`config.mk`:
```
export PLATFORM = sky130hd
export DESIGN_NAME = ram_port_arbiter
export DESIGN_NICKNAME = d
export VERILOG_FILES = /design/src/rtl/ram_port_arbiter.sv
export SDC_FILE = /design/constraint.sdc
export NUM_CORES = 1
export LEC_CHECK = 0
export CORE_MARGIN = 2
export CORE_UTILIZATION = 44
export CTS_CLUSTER_DIAMETER = 50
export DETAILED_ROUTE_END_ITERATION = 6
export HOLD_SLACK_MARGIN = 0.06
export PLACE_DENSITY_LB_ADDON = 0.05
export SYNTH_ARGS = -nofsm -noshare
export SYNTH_HDL_FRONTEND = slang
export SYNTH_SLANG_ARGS = --single-unit
```
`constraint.sdc`:
```
create_clock -name clk -period 4.3 [get_ports clk]
set_input_delay 0.43 -clock clk [delete_from_list [all_inputs] [get_ports clk]]
set_output_delay 0.43 -clock clk [all_outputs]
set_load 0.01 [all_outputs]
```
`src/rtl/ram_port_arbiter.sv`:
```
// Two-port req/gnt/ack arbiter that shares one single-port data RAM between the CPU data
// side (port 0) and the loader/debug side (port 1). Define RAM_ARB_FIXED_PRIO_EN for fixed port-0 priority.
module ram_port_arbiter #(
   parameter int DATA_W = 32,
   parameter int ADDR_W = 10,
   parameter int RD_LAT = 1
) (
   input  logic                  clk,
   input  logic                  rst,
   input  logic [1:0]            req,
   input  logic [1:0]            req_we,
   input  logic [2*ADDR_W-1:0]   req_addr,
   input  logic [2*DATA_W-1:0]   req_wdata,
   output logic [1:0]            gnt,
   output logic [1:0]            ack,
   output logic [2*DATA_W-1:0]   rdata,
   output logic                  ram_we,
   output logic [ADDR_W-1:0]     ram_addr,
   output logic [DATA_W-1:0]     ram_din,
   input  logic [DATA_W-1:0]     ram_dout
);

   typedef enum logic [1:0] {
      ST_IDLE   = 2'd0,
      ST_ACCESS = 2'd1,
      ST_WAIT   = 2'd2
   } state_t;

   // WAIT lasts RD_LAT cycles: the counter starts at RD_LAT-1 and the capture happens at zero.
   localparam logic [2:0] WCNT_INIT = 3'(RD_LAT - 1);

   state_t              state_q, state_d;
   logic [2:0]          wcnt_q, wcnt_d;
   logic                last_gnt_q, last_gnt_d;
   logic                owner_q, owner_d;
   logic [1:0]          gnt_q, gnt_d;
   logic [1:0]          ack_q, ack_d;
   logic [2*DATA_W-1:0] rdata_q, rdata_d;
   logic                ram_we_q, ram_we_d;
   logic [ADDR_W-1:0]   ram_addr_q, ram_addr_d;
   logic [DATA_W-1:0]   ram_din_q, ram_din_d;
   logic                win_s;

   function automatic logic pick_winner(input logic [1:0] r, input logic last);
      logic w;
      case (r)
         2'b01:   w = 1'b0;
         2'b10:   w = 1'b1;
`ifdef RAM_ARB_FIXED_PRIO_EN
         2'b11:   w = 1'b0 & ~(last & 1'b0);
`else
         2'b11:   w = ~last;
`endif
         default: w = 1'b0;
      endcase
      return w;
   endfunction

   // Next-state and registered-output computation.
   always_comb begin
      state_d    = state_q;
      wcnt_d     = wcnt_q;
      last_gnt_d = last_gnt_q;
      owner_d    = owner_q;
      gnt_d      = 2'b00;
      ack_d      = 2'b00;
      rdata_d    = rdata_q;
      ram_we_d   = 1'b0;
      ram_addr_d = ram_addr_q;
      ram_din_d  = ram_din_q;
      win_s      = pick_winner(req, last_gnt_q);

      case (state_q)
         ST_IDLE: begin
            if (req != 2'b00) begin
               gnt_d[win_s] = 1'b1;
               last_gnt_d   = win_s;
               owner_d      = win_s;
               ram_we_d     = req_we[win_s];
               if (win_s) begin
                  ram_addr_d = req_addr[2*ADDR_W-1:ADDR_W];
                  ram_din_d  = req_wdata[2*DATA_W-1:DATA_W];
               end else begin
                  ram_addr_d = req_addr[ADDR_W-1:0];
                  ram_din_d  = req_wdata[DATA_W-1:0];
               end
               state_d = ST_ACCESS;
            end else begin
               state_d = ST_IDLE;
            end
         end
         ST_ACCESS: begin
            // ram_we is still high here only for a write access.
            if (ram_we_q) begin
               ack_d[owner_q] = 1'b1;
               state_d        = ST_IDLE;
            end else begin
               wcnt_d  = WCNT_INIT;
               state_d = ST_WAIT;
            end
         end
         ST_WAIT: begin
            if (wcnt_q != 3'd0) begin
               wcnt_d = wcnt_q - 3'd1;
            end else begin
               ack_d[owner_q] = 1'b1;
               if (owner_q) begin
                  rdata_d[2*DATA_W-1:DATA_W] = ram_dout;
               end else begin
                  rdata_d[DATA_W-1:0] = ram_dout;
               end
               state_d = ST_IDLE;
            end
         end
         default: begin
            state_d = ST_IDLE;
         end
      endcase
   end

   // State and output registers; reset drops any in-flight access.
   always_ff @(posedge clk or negedge rst) begin
      if (!rst) begin
         state_q    <= ST_IDLE;
         wcnt_q     <= 3'd0;
         last_gnt_q <= 1'b1;
         owner_q    <= 1'b0;
         gnt_q      <= 2'b00;
         ack_q      <= 2'b00;
         rdata_q    <= '0;
         ram_we_q   <= 1'b0;
         ram_addr_q <= '0;
         ram_din_q  <= '0;
      end else begin
         state_q    <= state_d;
         wcnt_q     <= wcnt_d;
         last_gnt_q <= last_gnt_d;
         owner_q    <= owner_d;
         gnt_q      <= gnt_d;
         ack_q      <= ack_d;
         rdata_q    <= rdata_d;
         ram_we_q   <= ram_we_d;
         ram_addr_q <= ram_addr_d;
         ram_din_q  <= ram_din_d;
      end
   end

   assign gnt      = gnt_q;
   assign ack      = ack_q;
   assign rdata    = rdata_q;
   assign ram_we   = ram_we_q;
   assign ram_addr = ram_addr_q;
   assign ram_din  = ram_din_q;

endmodule

```
==> flow_summary.ini, run 1 <==
[clocking]
htreeDepth = 4
postCtsSetupBuffers = 0
cts_root_buf = clkbuf_8
clk_pin_slew_worst_paths_ps = 50
clock-sinks = 118
cts_tree = built
clock_latency_ps = 500
postCtsHoldBufs = 0
clock_path_buffers = 2
cts-resized-gates = 0
cts_buffers = 17

[floorplan]
row_count = 38
die_h_um = 108
ios = 233
dieArea_sq_um = 11800
die_w_um = 108
start_util_pct = 44.7
core_area_sq_um = 10700

[setup_path]
crit_slowest_cell = buf_4
slowest_delay_ps = 420
cp_max_fo = 25
cpMostUsedCell = ha_1
reg2regPathDepth = 6
reg2reg_from = wcnt_q[0]$_DFFE_PN0P_
cp.required_ps = 4680
arrival_ps = 2650
worst-r2r-setup-slack_ps = 2030
cp-start-kind = register
cp-end-kind = register
critPathKind = register to register
r2r-end = rdata[20]$_DFFE_PN0P_
crit_chain = inv_1, ha_1, ha_1, nand3b_1, buf_4, mux2_2

[sta]
finClkSkew_ps = 9.98
whs_ps = 43.1
max-slew-margin-rel_pct = 30.3
maxClockFrequency_mhz = 441
setup_violations = 0
hold_viol = 0
tightest_slew_ps = 1040
period_minus_slack_ps = 2270
rsz0062_at_grt = false
setup_ws_ps = 2030
fin_crit_sh_pct = 52.7
fin_tns_setup_ps = 0
maxSlewViolCount = 0

[power_and_ir_drop]
pwr-share-clk_pct = 23.2
p_sw_mw = 1.77
p_int_mw = 4.16
p_seq_share_pct = 32.7
power.density_nw_per_um2 = 760
comb_power_share_pct = 44.1
ir_worst_vdd_uv = 332
swShare_pct = 29.9
p_leak_nw = 3.29

[synthesis]
synth_area_sq_um = 4800
yosysSeqAreaShare_pct = 61.5
synth_cell_types = 31
synth.avg_cell_area_sq_um = 14.3
synth_top_flop_cell = dfrtp_1
synthCells = 336
synth_nets = 463
synth_edf_count = 0
async_reset_ff_share_pct = 100
synth_warnings = 0
ys_ff_latch = 118

[route]
drc = 0
wl_um = 12800
avgRoutedWirePerCell_um = 17.7
dr.pass1.iters = 4
ant_nets = 0
num_vias = 3716
avgViaCountPerCell = 5.14
drt_iter0_markers = 138

[flow_run]
drv_cap = 0

[global_route]
first_global_vias = 3895
antenna_found_initial = 0
grt_max_degree = 75
grt_pass1_wl_um = 19600
grt_overflow = 0
grt_usage_pct = 22.1

[final_layout]
num_antenna_cells = 0
register_area_sq_um = 2950
design_area_sq_um = 7810
drive_gt1_share_pct = 17.8
area_delta_synth_final_pct = 62.6
n_fill_cell = 773
multi_input_area_sq_um = 1710
layout.nets = 698

[placed_design]
hpwl_um = 9220
place_congestion = 0.773
place_area_sq_um = 7220
dp_slack_ps = 1550
io_buffers = 232

[status]
status = complete, no violations

[worst_hold_path]
hp-class = input pin to async pin
## cell type report
cell class                 instances  area share, %
tap                              140           2.24
sequential                       118           37.8
timing repair buffer             237           30.2
clock buffer                      21           5.88
multi-input combinational        190           21.9
inverter                           7          0.336
clock inverter                    10           1.63
## cell usage after synthesis (2+ instances only)
master / instances / area share, %
dfrtp_1: 117 / 61
mux2_2: 64 / 15
and2_1: 41 / 5.3
a221o_1: 40 / 8.3
buf_2: 10 / 1.0
inv_1: 7 / 0.55
a21oi_1: 6 / 0.63
clkbuf_1: 6 / 0.47
buf_6: 5 / 1.2
ha_1: 5 / 1.3
nand2_1: 4 / 0.31
nor2_1: 4 / 0.31
o21ai_0: 4 / 0.42
mux2i_1: 3 / 0.63
a21o_1: 2 / 0.31
nand3_1: 2 / 0.21
nand3b_1: 2 / 0.31
## worst max-delay path by stage
stage                               start  slack (ps)                       to  cells after the start
floorplan           wcnt_q[0]$_DFFE_PN0P_        2560    rdata[10]$_DFFE_PN0P_                      7
global placement                   req[1]        1660  ram_din[18]$_DFFE_PN0N_                      5
detailed placement                 req[1]        1550  ram_din[27]$_DFFE_PN0N_                      5
CTS                 wcnt_q[0]$_DFFE_PN0P_        2010    rdata[10]$_DFFE_PN0P_                      6
global route        wcnt_q[0]$_DFFE_PN0P_        1880    rdata[20]$_DFFE_PN0P_                      6
finish              wcnt_q[0]$_DFFE_PN0P_        2030    rdata[20]$_DFFE_PN0P_                      6
## metrics by stage
| stage | std cells | utilization (%) | total power [mW] |
|---|---|---|---|
| 6_report | 723 | 72.7 | 5.94 |
| 3_3_place_gp | 692 | 67.2 | 4.51 |
| 3_5_place_dp | 692 | 67.2 | 4.59 |
| 4_1_cts | 723 | 72.7 | 6.01 |
| 5_1_grt | 723 | 72.7 | 6.29 |
| 2_1_floorplan | 336 | - | 3.17 |
## per-layer routing
layer | up-vias | track usage (%) | wire length, um
met2 | 156 | 39.0 | 6520
met5 | - | 0 | 0
li1 | 1706 | - | -
met3 | 9 | 9.52 | 1200
met4 | 0 | 6.41 | 108
met1 | 1845 | 24.2 | 4940
## registers in the layout, summed over array words and instances (netlist names)
signal and count:
state_q 2, last_gnt_q 1, rdata 64, gnt 2
ack 2, ram_din 32, owner_q 1, ram_addr 10
ram_we 1, wcnt_q 3
## layout by cell type (no fill, tap or decap), types with 2 or more instances in the layout
cell type / instances
nand2_1: 4
inv_1: 7
nor2_1: 4
mux2_2: 64
clkbuf_16: 16
clkdlybuf4s50_1: 231
clkinv_2: 6
ha_1: 5
nand3_1: 2
and2_1: 41
a21o_1: 2
mux2i_1: 3
nand3b_1: 2
dfrtp_1: 117
a221o_1: 40
a21oi_1: 5
buf_4: 6
bufinv_16: 3
o21ai_0: 4
clkbuf_8: 4
## cells by family after synthesis
logic type | count (synthesis) | share of synthesized area, %
DFF | 118 | 61.5
muxes | 67 | 15.6
AOI/OAI and AO/OA | 61 | 11.3
and+or+nand+nor | 57 | 7.09
buffers and inverters | 28 | 3.23
adders and majority gates | 5 | 1.30
## critical path, delay by kind of cell (launching register included)
kind	cells	cell delay (ps)
buf+inv	2	480
simple gates	1	390
flops	1	400
mux	1	380
fa+ha+maj	2	480
## power groups by stage
stage	Combinational, mW	Sequential [mW]	Clock (mW)
floorplan	1.01	2.16	0
global placement	2.57	1.93	0
detailed placement	2.65	1.94	0
CTS	2.66	1.94	1.41
global route	2.81	2.01	1.46
finish	2.62	1.94	1.38
Note: power is estimated with default switching activity, not from simulation.
==> run 2, diff against run 1 <==
--- a/config.mk
+++ b/config.mk
@@ -6,7 +6,7 @@
 export NUM_CORES = 1
 export LEC_CHECK = 0
 export CORE_MARGIN = 2
-export CORE_UTILIZATION = 44
+export CORE_UTILIZATION = 41
 export CTS_CLUSTER_DIAMETER = 50
 export DETAILED_ROUTE_END_ITERATION = 6
 export HOLD_SLACK_MARGIN = 0.06
==> constraint.sdc (replaced) <==
create_clock -name clk -period 2.3 [get_ports clk]
set_input_delay 0.23 -clock clk [delete_from_list [all_inputs] [get_ports clk]]
set_output_delay 0.23 -clock clk [all_outputs]
set_load 0.01 [all_outputs]
==> run 2 against run 1 <==
Compared with the run above: core utilization down 3.2 points; wire length up 1.5%; first-iteration DRC count up 18%; sequential share of layout area down 0.58 points; sequential power up 87%; final cell count up 1.5%; die area up 7.0%.
==> flow_summary.ini, run 2 (synthesized netlist as in run 1, its figures left out) <==
[placed_design]
hpwl_um = 9450
place_congestion = 0.782
io_buffers = 232
dp_slack_ps = 453
dp_cells = 701

[route]
drc = 0
drt_iter0_markers = 163
avgRoutedWirePerCell_um = 17.7
ant_nets = 0
wl_um = 13000
dr.pass1.iters = 4
num_vias = 3778
avgViaCountPerCell = 5.15

[setup_path]
arrival_ps = 2120
slowest_delay_ps = 390
critPathKind = register to register
crit_slowest_cell = dfrtp_1
cpMostUsedCell = ha_1
crit_chain = inv_1, ha_1, ha_1, nand3b_1, buf_4, mux2_2
cp_max_fo = 16
worst-r2r-setup-slack_ps = 470
cp-end-kind = register
cp.required_ps = 2590
cp-start-kind = register

[flow_run]
drv_cap = 0

[sta]
hold_viol = 0
maxClockFrequency_mhz = 546
rsz0062_at_grt = false
max-slew-margin-rel_pct = 62.9
period_minus_slack_ps = 1830
fin_tns_setup_ps = 0
tightest_slew_ps = 557
setup_ws_ps = 468
fin_crit_sh_pct = 79.7
maxSlewViolCount = 0
finClkSkew_ps = 8.90
whs_ps = 347
setup_violations = 0

[floorplan]
die_h_um = 112
ios = 233
dieArea_sq_um = 12600
row_count = 39
core_area_sq_um = 11400
die_w_um = 112
start_util_pct = 42.1

[clocking]
cts_root_buf = clkbuf_16
cts_tree = built
clock-sinks = 118
htreeDepth = 4
cts_buffers = 17
clock_path_buffers = 2
clk_pin_slew_worst_paths_ps = 50
postCtsSetupBuffers = 0
clock_latency_ps = 410

[final_layout]
layout_common_cells = clkdlybuf4s50_1 (231), dfrtp_1 (117), mux2_2 (64), and2_1 (41), a221o_1 (40)
mostFrequentLayoutCell = clkdlybuf4s50_1
area_delta_synth_final_pct = 65.1
largest_register_ffs = 64
layout.nets = 705
fin_cells = 734
num_antenna_cells = 0
drive_gt1_share_pct = 18.4

[global_route]
grt_pass1_wl_um = 20800
grt_util_met1_pct = 25.1
use_met3_pct = 8.21
grt_usage_pct = 21.5
antenna_found_initial = 0
first_global_vias = 4081
grt_overflow = 0
grt_max_degree = 44
grt_busiest_layer = met2
grtUsageMet2_pct = 35.3

[power_and_ir_drop]
power_mw = 11.3
power.density_nw_per_um2 = 1420
ir_worst_vdd_uv = 692
p_leak_nw = 3.34

[worst_hold_path]
hp-class = input pin to async pin

[status]
status = complete, no violations
run 2: changes by cell type in the layout (fill, tap and decap cells not counted):
cell and change:
clkinvlp_4 +1, clkbuf_1 +2, clkbuf_16 +1, clkinv_2 -3, dlygate4sd3_1 +1, buf_4 +3
buf_12 +3
run 2: path summary, 6_finish.rpt:
kind                                  startpoint                 endpoint  depth (start not counted)
setup / recovery           wcnt_q[0]$_DFFE_PN0P_    rdata[11]$_DFFE_PN0P_                          6
hold / removal                               rst    rdata[57]$_DFFE_PN0P_                          2
setup reg to reg           wcnt_q[0]$_DFFE_PN0P_    rdata[11]$_DFFE_PN0P_                          6
hold reg to reg            rdata[55]$_DFFE_PN0P_    rdata[55]$_DFFE_PN0P_                          1
max in group asynchronous                    rst  ram_din[12]$_DFFE_PN0N_                          3
min in group clk                   req_wdata[48]  ram_din[16]$_DFFE_PN0N_                          2
run 2: metrics by stage:
stage | util (%) | area (sq um)
after floorplan | - | 4800
after global placement | 64.0 | 7310
after detailed placement | 64.0 | 7310
after CTS | 69.4 | 7930
after global routing | 69.4 | 7930
final | 69.4 | 7930
run 2: cell type report:
class	count	area, sq um
Inverter	7	26.3
Clock inverter	8	120
Tap cell	143	179
Multi-Input combinational cell	190	1710
Sequential cell	118	2950
Timing Repair Buffer	244	2450
Clock buffer	24	492
Fill cell	862	3490
run 2: what timing repair did:
item,CTS,global route
hold buffers,1,0
gates resized for setup,0,0
hold endpoints to repair,39,0
run 2: critical path, delay by kind of cell (launching register included):
| family | cells | cell delay, ps |
|---|---|---|
| adders and majority gates | 2 | 480 |
| DFF | 1 | 390 |
| muxes | 1 | 370 |
| buffers and inverters | 2 | 320 |
| and+or+nand+nor | 1 | 140 |
run 2: metal layers:
metal	wire, um	up-vias
li1	-	1732
met1	5030	1835
met2	6380	187
met3	1200	24
met4	350	0
met5	0	-
run 2: power by group:
| group | switching, mW | internal (mW) |
|---|---|---|
| registers | 0.530 | 3.10 |
| logic | 1.93 | 3.03 |
| clock network | 0.871 | 1.81 |
| total | 3.34 | 7.95 |
==> RTL change 1 (flow settings as in run 2) <==
Set the parameter `ADDR_W` to 9 (it was 10).
--- a/src/rtl/ram_port_arbiter.sv
+++ b/src/rtl/ram_port_arbiter.sv
@@ -2,7 +2,7 @@
 // side (port 0) and the loader/debug side (port 1). Define RAM_ARB_FIXED_PRIO_EN for fixed port-0 priority.
 module ram_port_arbiter #(
    parameter int DATA_W = 32,
-   parameter int ADDR_W = 10,
+   parameter int ADDR_W = 9,
    parameter int RD_LAT = 1
 ) (
    input  logic                  clk,
Ports: changed (resized ram_addr and req_addr); port bits go from 233 to 230. No check against the original RTL was run, so the function may have changed too.
==> RTL change 1 against run 2 <==
  * Sequential cell count down 1
  * Critical endpoint is now rdata[56]
  * Setup slack worse by 0.23 ns
  * Power down 1.4%
  * Hold slack worse by 0.0036 ns
  * Design area down 0.63%
  * Die area down 0.86%
  * Wire length down 2.0%
  * Area after synthesis down 0.89%
==> RTL change 1: results (changes against run 2) <==
Routing
  – Vias/cell: 5.03 (-2.3%)
  – Routed length on met3: 1.00 mm (-16%)
  – Highest Signal Layer: met4
  – Total detailed-routing wirelength: 12.7 mm (-2.0%)
  – Via count: 3639 (-3.7%)
  – Metal2 WL: 6.32 mm (-0.97%)
  – Initial DRC Count: 196 (+20%)
  – Met1 wire length: 5.13 mm (+1.9%)

Yosys
  – Area contributors post-synth: dfrtp_1 61%, mux2_1 15%, a221o_1 8.2%, and2_1 5.3%, ha_1 1.3%
  – Most frequent cells after synthesis: 116 x dfrtp_1, 64 x mux2_1, 40 x and2_1, 39 x a221o_1, 9 x buf_2
  – Seq/Total Area, Yosys: 0.615 (about the same)
  – #FFs+latches synth: 117 (-0.85%)
  – Syn Area/Cell: 14.3 um2 (about the same)
  – Mapped Nets: 458 (-1.1%)

Worst setup path
  – Top delay family on crit path: adder cells
  – CP arrival: 2.34 ns (+0.22 ns)
  – Crit-path max FO: 21 (+5)

Pwr
  – Pleak: 3.31 nW (-1.1%)
  – Peak supply drop: 0.710 mV (+2.6%)
  – Pwr dens: 1410 mW/mm2 (-0.73%)

Layout
  – Multi-input comb cells: 188 (-1.1%)
  – Final non-clock buffer share: 0.306 (-0.00248)
  – Fillers: 867 (+0.58%)
  – Share of cells above drive strength 1: 0.0775 (-0.107)
  – Clock Network Area Fraction: 0.0803 (+0.00319)
  – CLK BUF: 19 (-21%)
  – Nonclk buf count: 237 (-2.9%)
  – Register Area: 0.00293 mm2 (-0.85%)
  – Multi-input logic area: 0.00170 mm2 (-0.66%)

Global routing
  – Met3 usage: 0.0697 (-0.0124)
  – Met1 usage: 0.248 (-0.00288)
  – First-pass GRT wire length: 20.4 mm (-1.9%)
  – Vias in the first global route: 3948 (-3.3%)
  – Largest net degree at the start of global routing: 54 (+23%)
  – All-layer global routing usage: 0.210 (-0.00504)
  – Met2 Usage GRT: 0.352 (-0.00109)

Timing
  – Worst-margin pin slew: 0.491 ns (-0.0661 ns)
  – Clock Skew: 0.00697 ns (-0.00193 ns)
  – Setup violations, final: 0 (unchanged)

Place
  – Placer congestion estimate: 0.799 (+2.2%)
  – Count of buffers from port buffering: 229 (-1.3%)
  – Cell count after placement: 691 (-1.4%)
  – Place WS: 0.261 ns (-0.192 ns)
  – Area post-placement: 0.00724 mm2 (-0.98%)
  – Final HPWL DP: 9.35 mm (-1.0%)

Clock tree
  – Clock tree buffer depth: 2 (unchanged)
  – Post-CTS Setup Bufs: 0 (unchanged)

Status
  – Run status: complete, no violations
[RTL change 1: final timing paths]
kind / from / endpoint / slack, ns
max: wcnt_q[1] / rdata[56] / 0.24
max in group asynchronous: rst / rdata[28] / 1.19
min in group clk: req_wdata[59] / ram_din[27] / 0.44
min reg2reg: rdata[59] / rdata[59] / 0.49
min: rst / rdata[7] / 0.34
max reg2reg: wcnt_q[1] / rdata[56] / 0.24
[RTL change 1: kinds of logic (layout without fill, tap and decap cells)]
group / Yosys count / in the layout / share of synthesized area
fa+ha+maj: 5 / 5 / 0.0131
simple gates: 56 / 56 / 0.0702
buf+inv: 28 / 276 / 0.0323
compound gates: 60 / 60 / 0.111
flops: 117 / 117 / 0.615
mux: 67 / 67 / 0.158
[RTL change 1: power breakdown]
| group | switching (mW) | total [mW] | internal, mW |
|---|---|---|---|
| combinational | 1.93 | 4.78 | 2.85 |
| clock | 0.907 | 2.77 | 1.86 |
| sequential | 0.509 | 3.58 | 3.07 |
==> RTL change 2 (settings of run 2) <==
Made on the original files. Encoding of `state_t`: now one-hot (3 bits for 3 states).
--- a/src/rtl/ram_port_arbiter.sv
+++ b/src/rtl/ram_port_arbiter.sv
@@ -20,10 +20,10 @@
    input  logic [DATA_W-1:0]     ram_dout
 );
 
-   typedef enum logic [1:0] {
-      ST_IDLE   = 2'd0,
-      ST_ACCESS = 2'd1,
-      ST_WAIT   = 2'd2
+   typedef enum logic [2:0] {
+      ST_IDLE   = 3'b001,
+      ST_ACCESS = 3'b010,
+      ST_WAIT   = 3'b100
    } state_t;
 
    // WAIT lasts RD_LAT cycles: the counter starts at RD_LAT-1 and the capture happens at zero.
Check against the original RTL: no difference found for any inputs over 4 cycles, from zero or initial values and one cycle with rst low; so few cycles prove little.
==> RTL change 2 against run 2 <==
  * Design area decreased by 1.0%
  * Combinational power decreased by 8.9%
  * Count of clock-buffer cells in the layout increased by 3
  * Global-route usage decreased by 1.1 points
  * Sequential cell count increased by 1
  * Area after synthesis decreased by 0.42%
  * Setup slack got worse by 0.076 ns
  * Clock skew decreased by 0.0037 ns
  * Power decreased by 6.2%
  * Wire length decreased by 3.7%
  * First-iteration DRC count decreased by 9.8%
  * Sequential share of layout area increased by 0.72 points
  * Critical endpoint is now ram_addr[6]
  * Highest routed layer unchanged
==> RTL change 2: results (changes against run 2) <==
Place
  – Final HPWL DP: 8.91 mm (-5.7%)
  – Place WS: 0.310 ns (-0.143 ns)
  – Placer congestion estimate: 0.780 (-0.32%)
  – Area post-placement: 0.00730 mm2 (-0.10%)

Global routing
  – First-pass GRT wire length: 20.0 mm (-3.8%)
  – All-layer global routing usage: 0.204 (-0.0110)
  – Met2 Usage GRT: 0.352 (-0.000689)
  – Met3 usage: 0.0837 (+0.00162)
  – Vias in the first global route: 3968 (-2.8%)
  – Met1 usage: 0.231 (-0.0198)
  – Largest net degree at the start of global routing: 48 (+9.1%)

Routing
  – Routed WL per cell: 17.4 um (-1.6%)
  – Routed length on met3: 1.03 mm (-14%)
  – Met1 wire length: 4.91 mm (-2.4%)
  – Metal2 WL: 6.38 mm (-0.14%)
  – Initial DRC Count: 147 (-9.8%)
  – Via count: 3722 (-1.5%)

Yosys
  – Area contributors post-synth: dfrtp_1 61%, mux2_2 13%, a221o_1 8.4%, and3_1 5.2%, mux2_1 2.1%
  – Mux contribution to synthesized area: 0.153 (-0.00353)
  – Synth Area in Adders: 0.00523 (-0.00779)
  – Seq/Total Area, Yosys: 0.623 (+0.00807)
  – Mapped Nets: 449 (-3.0%)
  – Syn Area/Cell: 14.7 um2 (+3.0%)
  – Synth Area in Compound Gates: 0.108 (-0.00476)
  – Synth cell types: 32 (+3.2%)
  – Most frequent cells after synthesis: 117 x dfrtp_1, 55 x mux2_2, 40 x a221o_1, 40 x and3_1, 11 x buf_2

Worst setup path
  – CP peak stage delay: 0.58 ns (+0.19 ns)
  – Top delay family on crit path: simple AND/OR/NAND/NOR gates
  – CP arrival: 2.24 ns (+0.12 ns)
  – R2R Path Start: state_q[0]
  – Crit-path max FO: 31 (+15)

Clock tree
  – H-tree Lvls: 4 (unchanged)
  – Clock-pin slew on the worst setup and hold paths: 0.05 ns (about the same)
  – CTS Hold Buffers Added: 1 (unchanged)

Layout
  – Share of cells above drive strength 1: 0.176 (-0.00878)
  – Layout overhead on the synthesized area: 64.1%
  – Final #Nets: 688 (-2.4%)
  – Fillers: 874 (+1.4%)

Pwr
  – Peak supply drop: 0.799 mV (+15%)
  – Pleak: 3.48 nW (+4.2%)

Timing
  – Worst-margin pin slew: 0.495 ns (-0.0624 ns)
  – Clock Skew: 0.00523 ns (-0.00367 ns)

Status
  – Run status: complete, no violations
## RTL change 2: kinds of logic after synthesis
group,after synthesis
flops,119
mux,65
simple gates,56
fa+ha+maj,2
buf+inv,29
compound gates,54
## RTL change 2: layout make-up
type	instances	share of cell area
flip-flops and latches	119	0.380
repair buffers	243	0.314
multi-input cells	177	0.212
clock buffers	27	0.0666
well taps	143	0.0228
inverters	6	0.00287
clock inverters	3	0.00191
## RTL change 2: power by group
group / total, mW / internal [mW] / switching [mW]
Sequential: 3.70 / 3.12 / 0.579
Clock: 2.36 / 1.53 / 0.827
Combinational: 4.53 / 2.80 / 1.73
## RTL change 2: path summary, 6_finish.rpt
kind / cells after the start / to / slack, ns
worst max-delay path: 4 / ram_addr[6] / 0.39
worst min register to register: 1 / wcnt_q[0] / 0.47
max in group asynchronous: 3 / last_gnt_q / 1.32
min in group clk: 3 / ram_we / 0.41
worst max register to register: 4 / ram_addr[6] / 0.39
worst min-delay path: 2 / rdata[59] / 0.32
